$ cat config.mk
export PLATFORM = sky130hd
export DESIGN_NAME = ldm_stm_sequencer
export DESIGN_NICKNAME = d
export VERILOG_FILES = /design/src/rtl/arm_regs_pkg.sv /design/src/rtl/bank_index_map.sv /design/src/rtl/ldm_stm_sequencer.sv
export SDC_FILE = /design/constraint.sdc
export NUM_CORES = 1
export LEC_CHECK = 0
export CORE_ASPECT_RATIO = 1.25
export CORE_MARGIN = 3
export CORE_UTILIZATION = 46
export CTS_CLUSTER_SIZE = 10
export DETAILED_ROUTE_END_ITERATION = 7
export PLACE_DENSITY = 0.87
export SETUP_SLACK_MARGIN = 0.05
export SYNTH_ARGS = -nofsm -noshare
export SYNTH_HDL_FRONTEND = slang
export SYNTH_HIERARCHICAL = 1
export SYNTH_SLANG_ARGS = --single-unit
export TNS_END_PERCENT = 5
$ cat constraint.sdc
create_clock -name clk -period 7.9 [get_ports clk]
set_input_delay 1.58 -clock clk [delete_from_list [all_inputs] [get_ports clk]]
set_output_delay 1.58 -clock clk [all_outputs]
set_load 0.1 [all_outputs]
$ cat src/rtl/arm_regs_pkg.sv
// Shared register-bank definitions: CPSR mode encodings, banked register
// indices and the LDM/STM sequencer state type.
package arm_regs_pkg;

  localparam logic [4:0] MODE_USR = 5'b10000;
  localparam logic [4:0] MODE_SVC = 5'b10011;
  localparam logic [4:0] MODE_ABT = 5'b10111;
  localparam logic [4:0] MODE_IRQ = 5'b10010;
  localparam logic [4:0] MODE_UND = 5'b11011;

  localparam logic [4:0] IDX_CPSR     = 5'd16;
  localparam logic [4:0] IDX_R13_SVC  = 5'd17;
  localparam logic [4:0] IDX_R14_SVC  = 5'd18;
  localparam logic [4:0] IDX_SPSR_SVC = 5'd19;
  localparam logic [4:0] IDX_R13_ABT  = 5'd20;
  localparam logic [4:0] IDX_R14_ABT  = 5'd21;
  localparam logic [4:0] IDX_SPSR_ABT = 5'd22;
  localparam logic [4:0] IDX_R13_IRQ  = 5'd23;
  localparam logic [4:0] IDX_R14_IRQ  = 5'd24;
  localparam logic [4:0] IDX_SPSR_IRQ = 5'd25;
  localparam logic [4:0] IDX_R13_UND  = 5'd26;
  localparam logic [4:0] IDX_R14_UND  = 5'd27;
  localparam logic [4:0] IDX_SPSR_UND = 5'd28;

  typedef enum logic [1:0] {
    IDLE = 2'd0,
    XFER = 2'd1,
    WB   = 2'd2,
    DONE = 2'd3
  } seq_state_t;

endpackage

$ cat src/rtl/bank_index_map.sv
// Maps an architectural register number to its register-bank index for the
// given CPSR mode. Only r13/r14 are banked; user_bank forces the user view.
module bank_index_map
  import arm_regs_pkg::*;
(
  input  logic [4:0] mode,
  input  logic       user_bank,
  input  logic [3:0] reg_num,
  output logic [4:0] idx
);

  logic is_r14;
  logic banked;

  assign is_r14 = (reg_num == 4'd14);
  assign banked = !user_bank && ((reg_num == 4'd13) || is_r14);

  // Select the banked r13/r14 slot for privileged modes, identity otherwise
  always_comb begin
    idx = {1'b0, reg_num};
    if (banked) begin
      case (mode)
        MODE_SVC: idx = IDX_R13_SVC + {4'b0, is_r14};
        MODE_ABT: idx = IDX_R13_ABT + {4'b0, is_r14};
        MODE_IRQ: idx = IDX_R13_IRQ + {4'b0, is_r14};
        MODE_UND: idx = IDX_R13_UND + {4'b0, is_r14};
        default:  idx = {1'b0, reg_num};
      endcase
    end
  end

endmodule

$ cat src/rtl/ldm_stm_sequencer.sv
// LDM/STM block-transfer sequencer: walks the register list, moves one word
// per memory handshake and optionally writes the updated base back.
// Optional feature macro: MEM_ABORT_EN (adds mem_abort input / aborted output).
// Each word takes at least two cycles: the request cycle(s) ending in mem_ack,
// then one idle cycle before the next request.
module ldm_stm_sequencer
  import arm_regs_pkg::*;
#(
  parameter int N_REGS = 29,
  parameter int WORD_B = 4
) (
  input  logic                        clk,
  input  logic                        reset,
  input  logic                        start,
  input  logic                        is_load,
  input  logic                        up,
  input  logic                        pre,
  input  logic                        writeback,
  input  logic                        user_bank,
  input  logic [4:0]                  mode,
  input  logic [3:0]                  base_reg,
  input  logic [31:0]                 base_val,
  input  logic [15:0]                 reg_list,
  output logic [$clog2(N_REGS)-1:0]   rd_sel,
  input  logic [31:0]                 rd_data,
  output logic                        wr_en,
  output logic [$clog2(N_REGS)-1:0]   wr_sel,
  output logic [31:0]                 wr_data,
  output logic                        mem_req,
  output logic                        mem_we,
  output logic [31:0]                 mem_addr,
  output logic [31:0]                 mem_wdata,
  input  logic [31:0]                 mem_rdata,
  input  logic                        mem_ack,
  output logic                        busy,
  output logic                        done
`ifdef MEM_ABORT_EN
  ,
  input  logic                        mem_abort,
  output logic                        aborted
`endif
);

  localparam logic [31:0] STEP = 32'(WORD_B);

  function automatic logic [4:0] popcount16(input logic [15:0] v);
    logic [4:0] c;
    c = '0;
    for (int i = 0; i < 16; i++) c = c + {4'b0, v[i]};
    return c;
  endfunction

  function automatic logic [3:0] lowest_set(input logic [15:0] v);
    logic [3:0] r;
    r = '0;
    for (int i = 15; i >= 0; i--) if (v[i]) r = 4'(i);
    return r;
  endfunction

  seq_state_t  state_q, state_d;
  logic        gap_q;
  logic [15:0] list_q;
  logic [31:0] addr_q;
  logic [31:0] final_q;
  logic        load_q;
  logic        wb_q;
  logic        user_q;
  logic [4:0]  mode_q;
  logic [3:0]  base_reg_q;

  logic [31:0] span;
  logic [31:0] start_addr;
  logic [31:0] final_base;
  logic [15:0] list_rest;
  logic [3:0]  cur_reg;
  logic [3:0]  map_reg;
  logic [4:0]  map_idx;
  logic        req_active;
  logic        ack_hit;
  logic        abort_hit;

  assign span       = 32'(popcount16(reg_list)) * STEP;
  assign start_addr = up ? (pre ? base_val + STEP : base_val)
                         : (pre ? base_val - span : base_val - span + STEP);
  assign final_base = up ? base_val + span : base_val - span;
  assign list_rest  = list_q & (list_q - 16'd1);
  assign cur_reg    = lowest_set(list_q);
  assign map_reg    = (state_q == WB) ? base_reg_q : cur_reg;
  assign req_active = (state_q == XFER) && !gap_q;
  assign ack_hit    = req_active && mem_ack;

`ifdef MEM_ABORT_EN
  logic aborted_q;
  assign abort_hit = ack_hit && mem_abort;
  assign aborted   = aborted_q;
`else
  assign abort_hit = 1'b0;
`endif

  bank_index_map u_map (
    .mode      (mode_q),
    .user_bank (user_q),
    .reg_num   (map_reg),
    .idx       (map_idx)
  );

  // Control state: FSM, inter-word gap and abort flag (reset aborts a transfer)
  always_ff @(posedge clk) begin
    if (reset) begin
      state_q <= IDLE;
      gap_q   <= 1'b0;
`ifdef MEM_ABORT_EN
      aborted_q <= 1'b0;
`endif
    end else begin
      state_q <= state_d;
      gap_q   <= ack_hit;
`ifdef MEM_ABORT_EN
      if (state_q == IDLE && start) aborted_q <= 1'b0;
      else if (abort_hit)           aborted_q <= 1'b1;
`endif
    end
  end

  // Transfer context: latched on start, advanced on every completed word
  always_ff @(posedge clk) begin
    if (state_q == IDLE && start) begin
      list_q     <= reg_list;
      addr_q     <= start_addr;
      final_q    <= final_base;
      load_q     <= is_load;
      wb_q       <= writeback && !(is_load && reg_list[base_reg]);
      user_q     <= user_bank;
      mode_q     <= mode;
      base_reg_q <= base_reg;
    end else if (ack_hit) begin
      list_q <= list_rest;
      addr_q <= addr_q + STEP;
    end
  end

  // Next-state logic
  always_comb begin
    state_d = state_q;
    case (state_q)
      IDLE: if (start) state_d = (reg_list == 16'd0) ? DONE : XFER;
      XFER: begin
        if (abort_hit)                        state_d = DONE;
        else if (ack_hit && list_rest == '0)  state_d = wb_q ? WB : DONE;
      end
      WB:      state_d = DONE;
      DONE:    state_d = IDLE;
      default: state_d = IDLE;
    endcase
  end

  // Output decode: bank and memory strobes per state, zero when idle
  always_comb begin
    busy      = (state_q != IDLE);
    done      = (state_q == DONE);
    mem_req   = 1'b0;
    mem_we    = 1'b0;
    mem_addr  = '0;
    mem_wdata = '0;
    rd_sel    = '0;
    wr_en     = 1'b0;
    wr_sel    = '0;
    wr_data   = '0;
    if (state_q == XFER) begin
      mem_req  = req_active;
      mem_we   = req_active && !load_q;
      mem_addr = req_active ? addr_q : '0;
      if (!load_q) begin
        rd_sel    = map_idx;
        mem_wdata = req_active ? rd_data : '0;
      end else if (ack_hit && !abort_hit) begin
        wr_en   = 1'b1;
        wr_sel  = map_idx;
        wr_data = mem_rdata;
      end
    end else if (state_q == WB) begin
      wr_en   = 1'b1;
      wr_sel  = map_idx;
      wr_data = final_q;
    end
  end

endmodule

==> results.md <==
* Avg Inst Size Synth at 8.52 um2
* WHS Endpoint: state_q[1]$_SDFFE_PP0P_
* Row cnt at 57
* First-pass GRT wire length at 49,600 um
* Total negative setup slack at 0 ns
* Post-Synth XOR/XNOR Area at 10.7%
* ANT cells at 0
* Hold Vio Cnt, Final at 0
* CTS tree: done
* Logic depth of the worst path, buffers included at 24
* Routed vias/inst at 5.97
* Final slew viol count at 0
* Pre-Repair DR Iteration Count at 5
* Max Cap Violations at 0
* Ys Warns at 6
* Relative slew margins at 24.7%
* Critical path startpoint category: input pin
* Most frequent cell on the critical path: fa_1
* Crit path cell chain: dlymetal6s2s_1, inv_1, fa_1, fa_1, fa_1, fa_1, inv_2, ha_4, fa_2, a21o_1, and2_4, inv_1, ha_2, or4_4, or4_4, buf_6, or3_4, o2bb2ai_4, nor2_4, nand4b_1, buf_4, nor4b_4, xor2_1, a221oi_2
* GRT Residual Overflow at 0
* Die ar. at 22,000 um2
* Post-Synthesis Cells at 1,091
* Adder-cell area share of the yosys netlist at 6.17%
* Global-route usage over all layers at 28.3%
* Later-pin clock latency in the skew report at 0.37 ns
* Die height at 165 um
* Area Growth Syn to Fin at 39.7%
* Seq cells post-synth at 95
* CP Class: in -> reg
* Root Buffer: clkbuf_16
* Core Area at 19,600 um2
* Final net count at 1,534
* Buffers on Ports at 240
* Worst Tran Pin Value at 1.13 ns
* Mux contribution to synthesized area at 3.12%
* Min Tclk post-route at 7.56 ns
* Vias in the first global route at 9,363
* Reg-to-Reg Start: list_q[2]$_DFFE_PN_
* Synth Area in Compound Gates at 17.6%
* Initial antenna violation count at 0
* Layout cells sized above 1 at 14.1%
* Post-synth ARST share at 0%
* Synth Area in Simple Gates at 26.1%
* Syn nets at 1,258
* Post-detail-place hpwl at 25,000 um
* CP max FO at 5
* Clock Skew at 0.0152 ns
* Main combinational cell family by area after synthesis: simple AND/OR/NAND/NOR gates
* CTS Buffer Depth at 2
* RSZ-0062 raised after global routing: false
* Final Power at 0.00460 W
* Status: completed
* # IOs at 241
* Cell family with most CP delay: adder cells
* Via count at 9,773
* Leakage at 4.77 nW
* Clock sink total at 95
* Commonest cells after routing, fill and taps aside: clkdlybuf4s50_1, buf_4, edfxtp_1
* Setup-failing EPs final at 0
* Buf/Inv on CP at 6
* Initial Util at 47.4%
* Reg2Reg Capture Point: state_q[0]$_SDFFE_PP0P_
* Die Wd at 133 um
* Register clock-pin slew on the reported worst setup and hold paths at 0.07 ns
* Hold_sp: state_q[1]$_SDFFE_PP0P_
* Dominant cells by area after synthesis: edfxtp_1, xnor2_1, and2_1
* Wire per inst at 20.0 um
* Critical path's slowest cell: or4_4
* DRC Markers at 0
* Netlist cell types at 80
* Hold depth at 2
* Tightest Hold Check Type: reg -> reg
* Fmax at 132 MHz
* Pwr Density at 354 nW/um2
* Ys flop type: edfxtp_1
* H-Tree Depth at 3
* Critical Path RT at 7.99 ns
* Crit-path max cell delay at 0.57 ns
* Total wire length at 32,700 um
* Largest net degree at the start of global routing at 80
* Max IR drop VDD at 0.000184 V
* R2r setup slk at 4.61 ns
* Worst r2r path cells at 9
* Seq/Total Area, Yosys at 30.4%
* Crit share post-route at 95.7%
* Post-DRT Antenna Nets at 0
* WP data arrival at 7.65 ns
* Hold_buf cts at 0
* Most common cell after layout, fill and taps aside: clkdlybuf4s50_1
* Synth top area share at 29.7%
* CTS buffer count at 9
* Yosys top cell by area: edfxtp_1
* DR iter-0 viols at 981
* Mapped Area at 9290 um2
* Setup crit end kind: flop
* Post-synth EDFFs at 92
* Final GP Congestion at 1.00
==> worst max path at each step <==
stage	startpoint	to	slack [ns]
2_1_floorplan	reg_list[0]	addr_q[20]$_DFFE_PN_	0.09
3_3_place_gp	reg_list[0]	addr_q[24]$_DFFE_PN_	-0.34
3_5_place_dp	reg_list[0]	addr_q[31]$_DFFE_PN_	-0.45
4_1_cts	reg_list[0]	addr_q[20]$_DFFE_PN_	0.05
5_1_grt	reg_list[3]	addr_q[31]$_DFFE_PN_	0.13
6_report	reg_list[3]	addr_q[31]$_DFFE_PN_	0.34
==> cell usage after synthesis, types with 6 or more instances <==
| cell type | instances |
|---|---|
| ha_1 | 25 |
| a22o_1 | 33 |
| inv_1 | 53 |
| or4_1 | 11 |
| and2_1 | 82 |
| nor2_1 | 65 |
| nand2_1 | 80 |
| mux2i_1 | 11 |
| nand3_1 | 51 |
| or3_1 | 13 |
| a31oi_1 | 6 |
| and4_1 | 8 |
| mux4_2 | 6 |
| edfxtp_1 | 92 |
| fa_1 | 12 |
| xor2_1 | 43 |
| clkbuf_1 | 66 |
| nor4_1 | 20 |
| nand4_1 | 15 |
| o211ai_1 | 11 |
| o31ai_1 | 8 |
| a21o_1 | 6 |
| a211oi_1 | 8 |
| a21oi_1 | 57 |
| o22ai_1 | 10 |
| nor3_1 | 47 |
| xnor2_1 | 71 |
| o21ai_0 | 46 |
| nor2b_1 | 10 |
| and3_1 | 16 |
| o21bai_1 | 6 |
==> worst register-to-register path, stage by stage, from the launching register on <==
cell and delay, ns:
edfxtp_1 0.47, nor4_1 0.62, nand4_1 0.40, maj3_1 0.45, o21a_1 0.17, o22a_1 0.17
a2111o_1 0.28, o22ai_1 0.23, o21ai_0 0.15, a221oi_1 0.25
==> area by class of cell <==
type / count / area [um2]
Multi-Input combinational cell: 864 / 6140
Inverter: 53 / 199
Fill cell: 1583 / 6630
Clock buffer: 10 / 229
Tap cell: 265 / 332
Timing Repair Buffer: 344 / 3210
Clock inverter: 6 / 52.6
Sequential cell: 95 / 2820
==> sequential cells by signal, indices dropped and copies added, names as in the netlist <==
signal / cells
gap_q: 1
addr_q: 32
state_q: 2
list_q: 16
mode_q: 5
final_q: 32
user_q: 1
load_q: 1
wb_q: 1
base_reg_q: 4
==> power by group <==
group          total, W  internal, W  switching [W]
registers       0.00105     0.000860       0.000192
logic           0.00312      0.00109        0.00203
clock network  0.000429     0.000219       0.000210
total           0.00460      0.00217        0.00243
==> kinds of logic after synthesis <==
family | after synthesis
multiplexers | 21
AO/OA/AOI/OAI | 240
adder cells (fa/ha/maj) | 39
flip-flops | 95
buffers and inverters | 133
XOR/XNOR | 114
AND/OR/NAND/NOR | 449
==> per-layer routing <==
metal  vias to the layer above  routed length (um)  global-route usage (%)  part of all wire [%]
met5                         -                   0                       0                     0
met4                         0                1130                    10.8                   3.5
met3                        77                2480                    4.42                   7.6
met2                       514               16700                    50.4                    51
met1                      4664               12400                    34.6                    38
li1                       4518                   -                       -                     -
==> through the flow <==
step	area, um2	std cells	setup slack [ns]	hold slack [ns]	util, %
3_5_place_dp	12400	1617	-0.451	0.578	63.4
6_report	13000	1637	0.340	0.587	66.2
3_3_place_gp	12400	1617	-0.345	0.536	63.4
4_1_cts	12800	1633	0.0497	0.588	65.1
2_1_floorplan	9300	1091	0.0903	0.513	-
5_1_grt	13000	1637	0.134	0.642	66.2
==> repair_timing <==
item | 4_1_cts | 5_1_grt
cloned | 0 | 1
resized for setup | 9 | 50
setup endpoints to repair | 7 | 19
setup buffers | 0 | 3
pin swaps | 2 | 22
Power figures use the tool's default switching activity.
